**src/rtl/riscv_mem_pkg.sv**
```systemverilog
// Shared types and default widths for the data-memory store buffer.
// The entry struct describes one buffered store at the default widths.
package riscv_mem_pkg;

  localparam int DEF_DATA_W = 32;
  localparam int DEF_ADDR_W = 9;
  localparam int DEF_DEPTH  = 4;

  typedef enum logic [1:0] {
    IDLE  = 2'd0,
    LREQ  = 2'd1,
    LWAIT = 2'd2,
    RESP  = 2'd3
  } ld_state_e;

  typedef struct packed {
    logic                  valid;
    logic [DEF_ADDR_W-1:0] addr;
    logic [DEF_DATA_W-1:0] data;
  } sb_entry_t;

endpackage

```
**src/rtl/sb_entries.sv**
```systemverilog
// Store-buffer storage: circular FIFO of posted stores plus a combinational
// youngest-match lookup used to forward data to loads.
module sb_entries
  import riscv_mem_pkg::*;
#(
  parameter  int DATA_W = DEF_DATA_W,
  parameter  int ADDR_W = DEF_ADDR_W,
  parameter  int DEPTH  = DEF_DEPTH,
  localparam int PTR_W  = $clog2(DEPTH),
  localparam int CNT_W  = PTR_W + 1
) (
  input  logic              clk,
  input  logic              reset,
  input  logic              push,
  input  logic [ADDR_W-1:0] push_addr,
  input  logic [DATA_W-1:0] push_data,
  input  logic              pop,
  input  logic [ADDR_W-1:0] lookup_addr,
  output logic              hit,
  output logic [DATA_W-1:0] hit_data,
  output logic [ADDR_W-1:0] head_addr,
  output logic [DATA_W-1:0] head_data,
  output logic              empty,
  output logic              full,
  output logic [CNT_W-1:0]  count
);

  logic [DEPTH-1:0]  valid_q;
  logic [ADDR_W-1:0] addr_q [DEPTH];
  logic [DATA_W-1:0] data_q [DEPTH];
  logic [PTR_W-1:0]  head_q;
  logic [PTR_W-1:0]  tail_q;
  logic [CNT_W-1:0]  count_q;
  logic [PTR_W-1:0]  idx;

  always_ff @(posedge clk) begin
    if (!reset) begin
      valid_q <= '0;
      head_q  <= '0;
      tail_q  <= '0;
      count_q <= '0;
    end else begin
      if (push) begin
        valid_q[tail_q] <= 1'b1;
        tail_q          <= tail_q + 1'b1;
      end
      if (pop) begin
        valid_q[head_q] <= 1'b0;
        head_q          <= head_q + 1'b1;
      end
      case ({push, pop})
        2'b10:   count_q <= count_q + 1'b1;
        2'b01:   count_q <= count_q - 1'b1;
        default: count_q <= count_q;
      endcase
    end
  end

  always_ff @(posedge clk) begin
    if (push) begin
      addr_q[tail_q] <= push_addr;
      data_q[tail_q] <= push_data;
    end
  end

  // Walk oldest to youngest so the last match left standing is the youngest.
  always_comb begin
    hit      = 1'b0;
    hit_data = '0;
    idx      = '0;
    for (int k = 0; k < DEPTH; k++) begin
      idx = head_q + PTR_W'(k);
      if (valid_q[idx] && (addr_q[idx] == lookup_addr)) begin
        hit      = 1'b1;
        hit_data = data_q[idx];
      end
    end
  end

  assign head_addr = addr_q[head_q];
  assign head_data = data_q[head_q];
  assign empty     = (count_q == '0);
  assign full      = (count_q == CNT_W'(DEPTH));
  assign count     = count_q;

  always_ff @(posedge clk) begin
    if (reset) begin
      a_no_overflow:  assert (!(push && full));
      a_no_underflow: assert (!(pop && empty));
    end
  end

endmodule

```
**src/rtl/dmem_store_buffer.sv**
```systemverilog
// Posted-store buffer between the core data port and data memory: stores
// retire immediately, loads forward from the buffer or bypass pending drains.
module dmem_store_buffer
  import riscv_mem_pkg::*;
#(
  parameter  int DATA_W = DEF_DATA_W,
  parameter  int ADDR_W = DEF_ADDR_W,
  parameter  int DEPTH  = DEF_DEPTH,
  localparam int CNT_W  = $clog2(DEPTH) + 1
) (
  input  logic              clk,
  input  logic              reset,
  input  logic              core_wr,
  input  logic              core_rd,
  input  logic [ADDR_W-1:0] core_addr,
  input  logic [DATA_W-1:0] core_wr_data,
  output logic [DATA_W-1:0] core_rd_data,
  output logic              core_stall,
  output logic              mem_req_valid,
  input  logic              mem_req_ready,
  output logic              mem_we,
  output logic [ADDR_W-1:0] mem_addr,
  output logic [DATA_W-1:0] mem_wdata,
  input  logic              mem_rvalid,
  input  logic [DATA_W-1:0] mem_rdata,
  output logic [CNT_W-1:0]  buf_count
);

  ld_state_e         state_q;
  logic [DATA_W-1:0] rd_data_q;

  logic              sb_push;
  logic              sb_pop;
  logic              sb_hit;
  logic [DATA_W-1:0] sb_hit_data;
  logic [ADDR_W-1:0] sb_head_addr;
  logic [DATA_W-1:0] sb_head_data;
  logic              sb_empty;
  logic              sb_full;

  logic              rd_miss_idle;
  logic              ld_req;
  logic              drain_vld;

  sb_entries #(
    .DATA_W (DATA_W),
    .ADDR_W (ADDR_W),
    .DEPTH  (DEPTH)
  ) u_entries (
    .clk         (clk),
    .reset       (reset),
    .push        (sb_push),
    .push_addr   (core_addr),
    .push_data   (core_wr_data),
    .pop         (sb_pop),
    .lookup_addr (core_addr),
    .hit         (sb_hit),
    .hit_data    (sb_hit_data),
    .head_addr   (sb_head_addr),
    .head_data   (sb_head_data),
    .empty       (sb_empty),
    .full        (sb_full),
    .count       (buf_count)
  );

  // A simultaneous rd+wr is handled as a read, so the store is never posted.
  assign sb_push = core_wr && !core_rd && !sb_full;

  // A missing load claims the memory port in the same cycle it is detected,
  // so it overtakes every queued drain rather than waiting behind them.
  assign rd_miss_idle = (state_q == IDLE) && core_rd && !sb_hit;
  assign ld_req       = (state_q == LREQ);
  assign drain_vld    = !sb_empty && !rd_miss_idle &&
                        ((state_q == IDLE) || (state_q == RESP));
  assign sb_pop       = drain_vld && mem_req_ready;

  assign mem_req_valid = ld_req || drain_vld;
  assign mem_we        = drain_vld;

  always_comb begin
    mem_addr  = '0;
    mem_wdata = '0;
    if (ld_req) begin
      mem_addr = core_addr;
    end else if (drain_vld) begin
      mem_addr  = sb_head_addr;
      mem_wdata = sb_head_data;
    end
  end

  assign core_stall = (core_wr && sb_full) || (core_rd && (state_q != RESP));

  always_ff @(posedge clk) begin
    if (!reset) begin
      state_q   <= IDLE;
      rd_data_q <= '0;
    end else begin
      case (state_q)
        IDLE: begin
          if (core_rd) begin
            if (sb_hit) begin
              rd_data_q <= sb_hit_data;
              state_q   <= RESP;
            end else begin
              state_q <= LREQ;
            end
          end
        end
        LREQ: begin
          if (mem_req_ready) state_q <= LWAIT;
        end
        LWAIT: begin
          if (mem_rvalid) begin
            rd_data_q <= mem_rdata;
            state_q   <= RESP;
          end
        end
        RESP:    state_q <= IDLE;
        default: state_q <= IDLE;
      endcase
    end
  end

  assign core_rd_data = rd_data_q;

  a_no_rd_wr: assert property (@(posedge clk) disable iff (!reset)
    !(core_rd && core_wr));

  // An unaccepted request stays up with stable fields; the only exception is a
  // drain withdrawn because a load miss took the port.
  a_req_hold: assert property (@(posedge clk) disable iff (!reset)
    ($past(reset) && $past(mem_req_valid) && !$past(mem_req_ready) &&
     !($past(mem_we) && (ld_req || rd_miss_idle)))
    |-> (mem_req_valid && (mem_we == $past(mem_we)) &&
         (mem_addr == $past(mem_addr)) && (mem_wdata == $past(mem_wdata))));

endmodule

```
**config.mk**
```make
export PLATFORM = sky130hd
export DESIGN_NAME = dmem_store_buffer
export DESIGN_NICKNAME = d
export VERILOG_FILES = /design/src/rtl/riscv_mem_pkg.sv /design/src/rtl/sb_entries.sv /design/src/rtl/dmem_store_buffer.sv
export SDC_FILE = /design/constraint.sdc
export NUM_CORES = 1
export LEC_CHECK = 0
export BUFFER_PORTS_ARGS = -buffer_cell sky130_fd_sc_hd__buf_2
export CAP_MARGIN = 20
export CORE_UTILIZATION = 35
export CTS_CLUSTER_SIZE = 12
export DETAILED_ROUTE_END_ITERATION = 10
export PLACE_DENSITY = 0.59
export SYNTH_ARGS = -nofsm -noshare
export SYNTH_HDL_FRONTEND = slang
export SYNTH_SLANG_ARGS = --single-unit
```
**constraint.sdc**
```tcl
create_clock -name clk -period 7.1 [get_ports clk]
set_clock_uncertainty 0.15 [all_clocks]
set_input_delay 1.42 -clock clk [delete_from_list [all_inputs] [get_ports clk]]
set_output_delay 1.42 -clock clk [all_outputs]
set_load 0.05 [all_outputs]
```
### Yosys cells after proc, flatten, opt, wreduce, memory -nomap -nowiden

Memory sizes are Yosys's and may differ from the RTL's. A register that Yosys moved wholly into a read port is not among the register bits.
Cells that the tools add are included.

| cells by class | value |
|---|---|
| add/sub/neg operators | 6 |
| $mul | 0 |
| divide/modulo/power cells | 0 |
| $lt $le $gt $ge | 7 |
| equal/unequal tests | 15 |
| shifts and indexed selects | 0 |
| multiplexer cells | 43 |
| bitwise operators | 3 |
| reductions and logical operators | 29 |

Operators by type and width:

| cell | count |
|---|---|
| $mux 32 | 9 |
| $pmux 32 s2 | 1 |
| $eq 9x9->1 | 4 |
| $mux 9 | 2 |
| $mux 2 | 8 |
| $logic_and 1x1->1 | 15 |
| $lt 2x3->1 const B | 5 |
| $mux 1 | 12 |
| $mux 4 | 3 |
| $ne 2x2->1 const B | 5 |
| $bmux 1 s2 | 4 |
| $pmux 2 s4 | 1 |
| $eq 2x2->1 const B | 3 |
| $pmux 3 s2 | 1 |
| $logic_not 1->1 | 5 |
| $add 2x1->2 const B | 2 |
| $add 2x2->2 const B | 2 |
| $and 4x4->4 | 1 |
| $demux 1 s2 | 2 |
| $eq 2x1->1 const B | 2 |
| $ge 2x1->1 const B | 2 |
| $not 4->4 | 1 |
| $or 4x4->4 | 1 |
| $reduce_and 4->1 | 1 |
| 8 further kinds | 11 |

| word-level totals | value |
|---|---|
| register bits after elaboration | 45 |
| latch bits | 0 |
| bits in writable memories | 164 |
| bits in read-only memories | 0 |
| input bits | 79 |
| output and inout bits | 79 |
| logic and storage cells | 111 |
| memories kept | 2 |

Memory list:

| name | depth | bits a word | read ports | clocked after memory_dff | write ports | RTL line | RTL |
|---|---|---|---|---|---|---|---|
| u_entries.data_q | 4 | 32 | 4 | 1 | 1 | sb_entries.sv:30 | `logic [DATA_W-1:0] data_q [DEPTH];` |
| u_entries.addr_q | 4 | 9 | 4 | 1 | 1 | sb_entries.sv:29 | `logic [ADDR_W-1:0] addr_q [DEPTH];` |

### Depth between registers and ports, before layout

| logic depth | value |
|---|---|
| depth in word-level cells | 15 |
| depth in mapped cells | 20 |
| mapped depth without buffers | 15 |

### By module

Synthesis repeated with hierarchy kept, for this count alone.

| unflattened totals | value |
|---|---|
| cell total of the unflattened synthesis | 1,038 |
| area, all modules | 13,096.3 um2 |

Modules (own cells, without submodules):

| module | times used | cells each | area an instance (um2) | seq. area each (um2) |
|---|---|---|---|---|
| sb_entries | 1 | 795 | 10,918.0 | 5,185.0 |
| dmem_store_buffer | 1 | 243 | 2,178.3 | 680.7 |

### Worst setup path before layout

No wires, ideal clock.

| path | value |
|---|---|
| kind | reg2out |
| from | register u_entries.head_q[0] |
| to | output port mem_addr[1] |
| arrival time | 4.167 ns |
| required time | 5.530 ns |
| slack | 1.363 ns |
| cell stages (with the launch flop) | 16 |
| buffers on the path | 6 |
| cells stage by stage | dfxtp_1 > buf_6 > buf_6 > buf_4 > inv_1 > ha_1 > buf_2 > buf_6 > mux4_2 > xor2_1 > nor4_1 > nand3_1 > nand2_1 > o41ai_2 > clkbuf_1 > o21ai_0 |

| between the ends | value |
|---|---|
| elaborated cells between the ends (all ways) | 30 |
| classes of those cells | add/sub (3); eq/ne (3); mux (14); reduce/logical (9); memory (1) |

RTL lines:

| element | RTL line | RTL |
|---|---|---|
| from (decl) | sb_entries.sv:31 | `logic [PTR_W-1:0] head_q;` |
| from (signal assigned) | sb_entries.sv:49 | `head_q <= head_q + 1'b1;` |
| $add 2x2->2 (*) | sb_entries.sv:72 | `idx = head_q + PTR_W'(k);` |
| via u_entries.idx[0] | sb_entries.sv:34 | `logic [PTR_W-1:0] idx;` |
| $mem_v2 4x9 / $bmux 1 s2 (equally long branches) | n/a |  |
| $eq 9x9->1 / $mux 1 (equally long branches) | sb_entries.sv:73 | `if (valid_q[idx] && (addr_q[idx] == lookup_addr)) begin` |
| $logic_and 1x1->1 (*) | sb_entries.sv:73 |  |
| $mux 1 (*) | sb_entries.sv:73 |  |
| $logic_not 1->1 (*) | dmem_store_buffer.sv:71 | `assign rd_miss_idle = (state_q == IDLE) && core_rd && !sb_hit;` |
| $logic_and 1x1->1 (*) | dmem_store_buffer.sv:71 |  |
| $logic_not 1->1 (*) | dmem_store_buffer.sv:73 | `assign drain_vld = !sb_empty && !rd_miss_idle &&` |
| $logic_and 1x1->1 (*) (2 in series) | dmem_store_buffer.sv:73 |  |
| $mux 9 (*) | dmem_store_buffer.sv:85 | `end else if (drain_vld) begin` |
| $mux 9 (*) | dmem_store_buffer.sv:83 | `if (ld_req) begin` |
| to (decl) | dmem_store_buffer.sv:22 | `output logic [ADDR_W-1:0] mem_addr,` |

Mark *: on every way through the listed nets, which the timed path passes. The rest lies on a longest branch. The select of a mux whose other input is x is not followed.

### Final worst setup path

| path | value |
|---|---|
| from | register u_entries.head_q[0] |
| to | output port mem_wdata[28] |

| between the ends | value |
|---|---|
| elaborated cells between the ends (all ways) | 30 |
| classes of those cells | add/sub (3); eq/ne (3); mux (14); reduce/logical (9); memory (1) |

RTL lines:

| element | RTL line | RTL |
|---|---|---|
| $add 2x2->2 (*) | sb_entries.sv:72 |  |
| via u_entries.idx[0] | sb_entries.sv:34 |  |
| $mem_v2 4x9 / $bmux 1 s2 (equally long branches) | n/a |  |
| $eq 9x9->1 / $mux 1 (equally long branches) | sb_entries.sv:73 |  |
| $logic_and 1x1->1 (*) | sb_entries.sv:73 |  |
| $mux 1 (*) | sb_entries.sv:73 |  |
| $logic_not 1->1 (*) | dmem_store_buffer.sv:71 |  |
| $logic_and 1x1->1 (*) | dmem_store_buffer.sv:71 |  |
| $logic_not 1->1 (*) | dmem_store_buffer.sv:73 |  |
| $logic_and 1x1->1 (*) (2 in series) | dmem_store_buffer.sv:73 |  |
| $mux 32 (*) | dmem_store_buffer.sv:85 |  |
| $mux 32 (*) | dmem_store_buffer.sv:83 |  |
| to (decl) | dmem_store_buffer.sv:23 | `output logic [DATA_W-1:0] mem_wdata,` |

Marks and branches as above.

==> run metrics <==
detailed-route DRC error count=0; number of nets in the layout=1191; synthesized netlist net count=1087; run status=finished clean; number of vias per cell=~6.0; beginning of the worst register-to-register path=u_entries.head_q[0]; Root Buffer Master=sky130_fd_sc_hd__clkbuf_16; area taken by flip-flops and latches=5870 sq um; post-synthesis async set-or-reset flop share=0%; Post-Synthesis Mean Instance Area=13.5 sq um; share of the synthesized area in compound gates (AO/OA/AOI/OAI)=11.4%; cell with the most instances after synthesis=sky130_fd_sc_hd__edfxtp_1; GRT Residual Overflow=0; Worst Min Path Start=core_rd_data[24]; core utilization of the finished layout=41.3%; Setup TNS=0 ns; instance count of the mapped netlist=slightly below 1000; synthesized cell area=13400 sq um; DPL Wire Length=24100 microns; largest voltage drop on the vdd net=0.000214 V; initial DRC count=about 700; DIE AREA=39200 sq um; quantity of I/O buffers inserted on ports=157; uppermost layer routed=met5; number of sinks driven by the clock tree=approximately 210; Floorplan Core Area=37800 sq um; post-synthesis to final-layout area growth=16.0%; worst hold-check path type=reg2reg; critical path capture point type=primary output; buffers from clock root to sink, at most=3; library cell occupying the most area in the post-synthesis netlist=sky130_fd_sc_hd__edfxtp_1; largest fanout of any net on the critical path=25; total length of routed met2 wires=approximately 20000 microns; starting density of the core=a little over a third; combinational family with the most area after synthesis=multiplexers; Maximum Capacitance Violations=0; Die Ht=~200 microns; fraction of synthesized cell area in xor and xnor cells=2.93%; clock tree from TritonCTS=yes; routed length on met1=15700 microns; Multi-input gate area=a little over 7000 sq um; number of cells on the worst hold path=1; cts repair resizes=0; top cells by count, synth=sky130_fd_sc_hd__edfxtp_1, sky130_fd_sc_hd__mux4_2, sky130_fd_sc_hd__clkbuf_1; power per unit of standard cell area=332 nW/um^2; first-pass GRT wire length=59400 microns; adder-cell share of the synthesized area=1.36%; Tcrit/Tclk final=92.0%; post-synthesis mux area share=around 28%; Setup CP Type=reg2out; CTS HTree Levels=1; Clk Latency, worst-skew pair=0.54 ns; layout cells sized above 1=a little over a third; unrepaired setup endpoints after global routing=no; Worst Max-Slew Pin Slew=~1.1 ns; Worst setup startpoint=u_entries.head_q[0]; global-route usage over all layers=20.2%; share of synthesized area occupied by flip-flops and latches=43.6%; arrival time of the worst setup path=4.96 ns; overall via count from detail_route=between 9000 and 10000; antenna violations before repair=7; maximum achievable frequency=around 0.15 GHz; top cells by area, synth=sky130_fd_sc_hd__edfxtp_1, sky130_fd_sc_hd__mux4_2, sky130_fd_sc_hd__dfxtp_1, sky130_fd_sc_hd__o211a_1, sky130_fd_sc_hd__a211o_1; overall die width=198 microns; static leakage=5.40 nW; proportion of netlist area held by the largest area contributor=~37%; number of ports placed on the die boundary=around 160; flop2flop setup slack=1.84 ns; number of hold violations in the final report=0; pin count of the biggest net entering global routing=68; buffer count from post-CTS setup fixing=0; number of clock buffers inserted by TritonCTS=26; Finish-stage setup viols=0; via count of the first global-routing pass=9754; CP Data Required Time=5.53 ns; count of final max-slew check failures=0; number of hold-repair buffers added at the cts stage=0; Reg clk slew, reported paths=0.06 ns; number of different library cells in the post-synthesis netlist=44; Detail Route Antenna Nets=0; total wire length after detailed routing=39700 microns; number of enable flip-flop cells after synthesis=164; Slew headroom=28.3%; count of yosys warnings during synthesis=0; First-pass DRT Iterations=5; met3 routed wirelength=about 3500 microns; area fraction in and, or, nand and nor cells after synthesis=8.83%; post-layout min period=6.53 ns; flip-flop cell with the highest count after synthesis=sky130_fd_sc_hd__edfxtp_1; number of filler cells placed in the layout=3482; R2R depth=18; Placement Rows=between 70 and 80; synthesized flop and latch total=about 210; Placer Congestion=0.787; critical path launch point type=flop; Wirelength per Cell=~24 microns
logic make-up (layout without fill, tap and decap cells):
logic type               Yosys count  in the layout
other                              0              6
multiplexers                     173            173
buffers and inverters            122            246
XOR/XNOR                          45             45
adder cells (fa/ha/maj)           14             14
AO/OA/AOI/OAI                    197            197
flip-flops                       211            211
AND/OR/NAND/NOR                  232            232
final timing paths:
path / end
min reg2reg: core_rd_data[24]
max reg2reg: u_entries.count[2]
min: core_rd_data[24]
max: mem_wdata[28]
stage by stage:
stage / instance area [sq um] / cells / total power, mW / hold WS, ns / worst slack, ns
after CTS: 15500 / 1628 / 5.21 / 0.343 / 0.510
after global placement: 14700 / 1580 / 3.83 / 0.328 / 1.27
after floorplan: 13400 / 994 / 3.30 / 0.331 / 1.36
final: 15600 / 1635 / 5.18 / 0.340 / 0.569
after global routing: 15600 / 1632 / 5.41 / 0.356 / 0.263
after detailed placement: 14700 / 1580 / 3.84 / 0.331 / 1.11
per-layer routing:
metal,track usage (%),up-vias
li1,-,4260
met1,25.5,4995
met2,34.2,425
met3,4.62,60
met4,6.26,4
met5,0,-
sequential cells by signal, summed over array words and instances (netlist names), named ones only:
name,count
core_rd_data,32
state_q,2
u_entries.addr_q,36
u_entries.count,3
u_entries.data_q,128
u_entries.head_q,2
u_entries.tail_q,2
u_entries.valid_q,4
placed cells by master, fill, tap and decap left out, types with 3 or more instances in the layout:
master,n
sky130_fd_sc_hd__a211o_1,33
sky130_fd_sc_hd__a21oi_1,5
sky130_fd_sc_hd__a311oi_1,32
sky130_fd_sc_hd__and2_1,38
sky130_fd_sc_hd__and2_2,4
sky130_fd_sc_hd__buf_2,157
sky130_fd_sc_hd__buf_4,26
sky130_fd_sc_hd__bufinv_16,4
sky130_fd_sc_hd__clkbuf_1,5
sky130_fd_sc_hd__clkbuf_16,27
sky130_fd_sc_hd__clkinv_2,6
sky130_fd_sc_hd__dfxtp_1,43
sky130_fd_sc_hd__dfxtp_2,3
sky130_fd_sc_hd__diode_2,6
sky130_fd_sc_hd__edfxtp_1,164
sky130_fd_sc_hd__ha_1,11
sky130_fd_sc_hd__inv_1,14
sky130_fd_sc_hd__mux2i_1,12
sky130_fd_sc_hd__mux4_2,161
sky130_fd_sc_hd__nand2_1,51
sky130_fd_sc_hd__nand2b_1,23
sky130_fd_sc_hd__nand3_1,38
sky130_fd_sc_hd__nand4_1,21
sky130_fd_sc_hd__nor2_1,40
sky130_fd_sc_hd__nor4_1,3
sky130_fd_sc_hd__o211a_1,32
sky130_fd_sc_hd__o211ai_1,32
sky130_fd_sc_hd__o21ai_0,47
sky130_fd_sc_hd__xnor2_1,32
sky130_fd_sc_hd__xor2_1,13
area by class of cell:
class / count / share of cell area [%]
flip-flops and latches: 211 / 37.7
clock buffers: 32 / 4.45
diodes: 6 / 0.0963
repair buffers: 184 / 6.47
well taps: 511 / 4.10
multi-input cells: 661 / 45.7
clock inverters: 16 / 1.22
inverters: 14 / 0.337
where the power goes:
| group | switching (mW) | leakage, nW | total, mW | internal (mW) |
|---|---|---|---|---|
| clock network | 0.528 | 0.431 | 1.37 | 0.840 |
| registers | 0.114 | 1.88 | 1.59 | 1.47 |
| logic | 1.44 | 3.10 | 2.22 | 0.788 |
| total | 2.08 | 5.40 | 5.18 | 3.10 |
critical path: stages, from the launching register on:
cell and delay, ns:
sky130_fd_sc_hd__dfxtp_4 0.59, sky130_fd_sc_hd__inv_1 0.22, sky130_fd_sc_hd__ha_4 0.49, sky130_fd_sc_hd__buf_4 0.37, sky130_fd_sc_hd__mux4_2 0.37, sky130_fd_sc_hd__xnor2_1 0.16, sky130_fd_sc_hd__and4_1 0.22, sky130_fd_sc_hd__nand3_1 0.08
sky130_fd_sc_hd__buf_4 0.24, sky130_fd_sc_hd__nand2_1 0.19, sky130_fd_sc_hd__o41ai_2 0.12, sky130_fd_sc_hd__nor2_2 0.54, sky130_fd_sc_hd__buf_4 0.37, sky130_fd_sc_hd__and2_1 0.17, sky130_fd_sc_hd__buf_2 0.26
No activity file was read; power rests on OpenSTA's default activity.
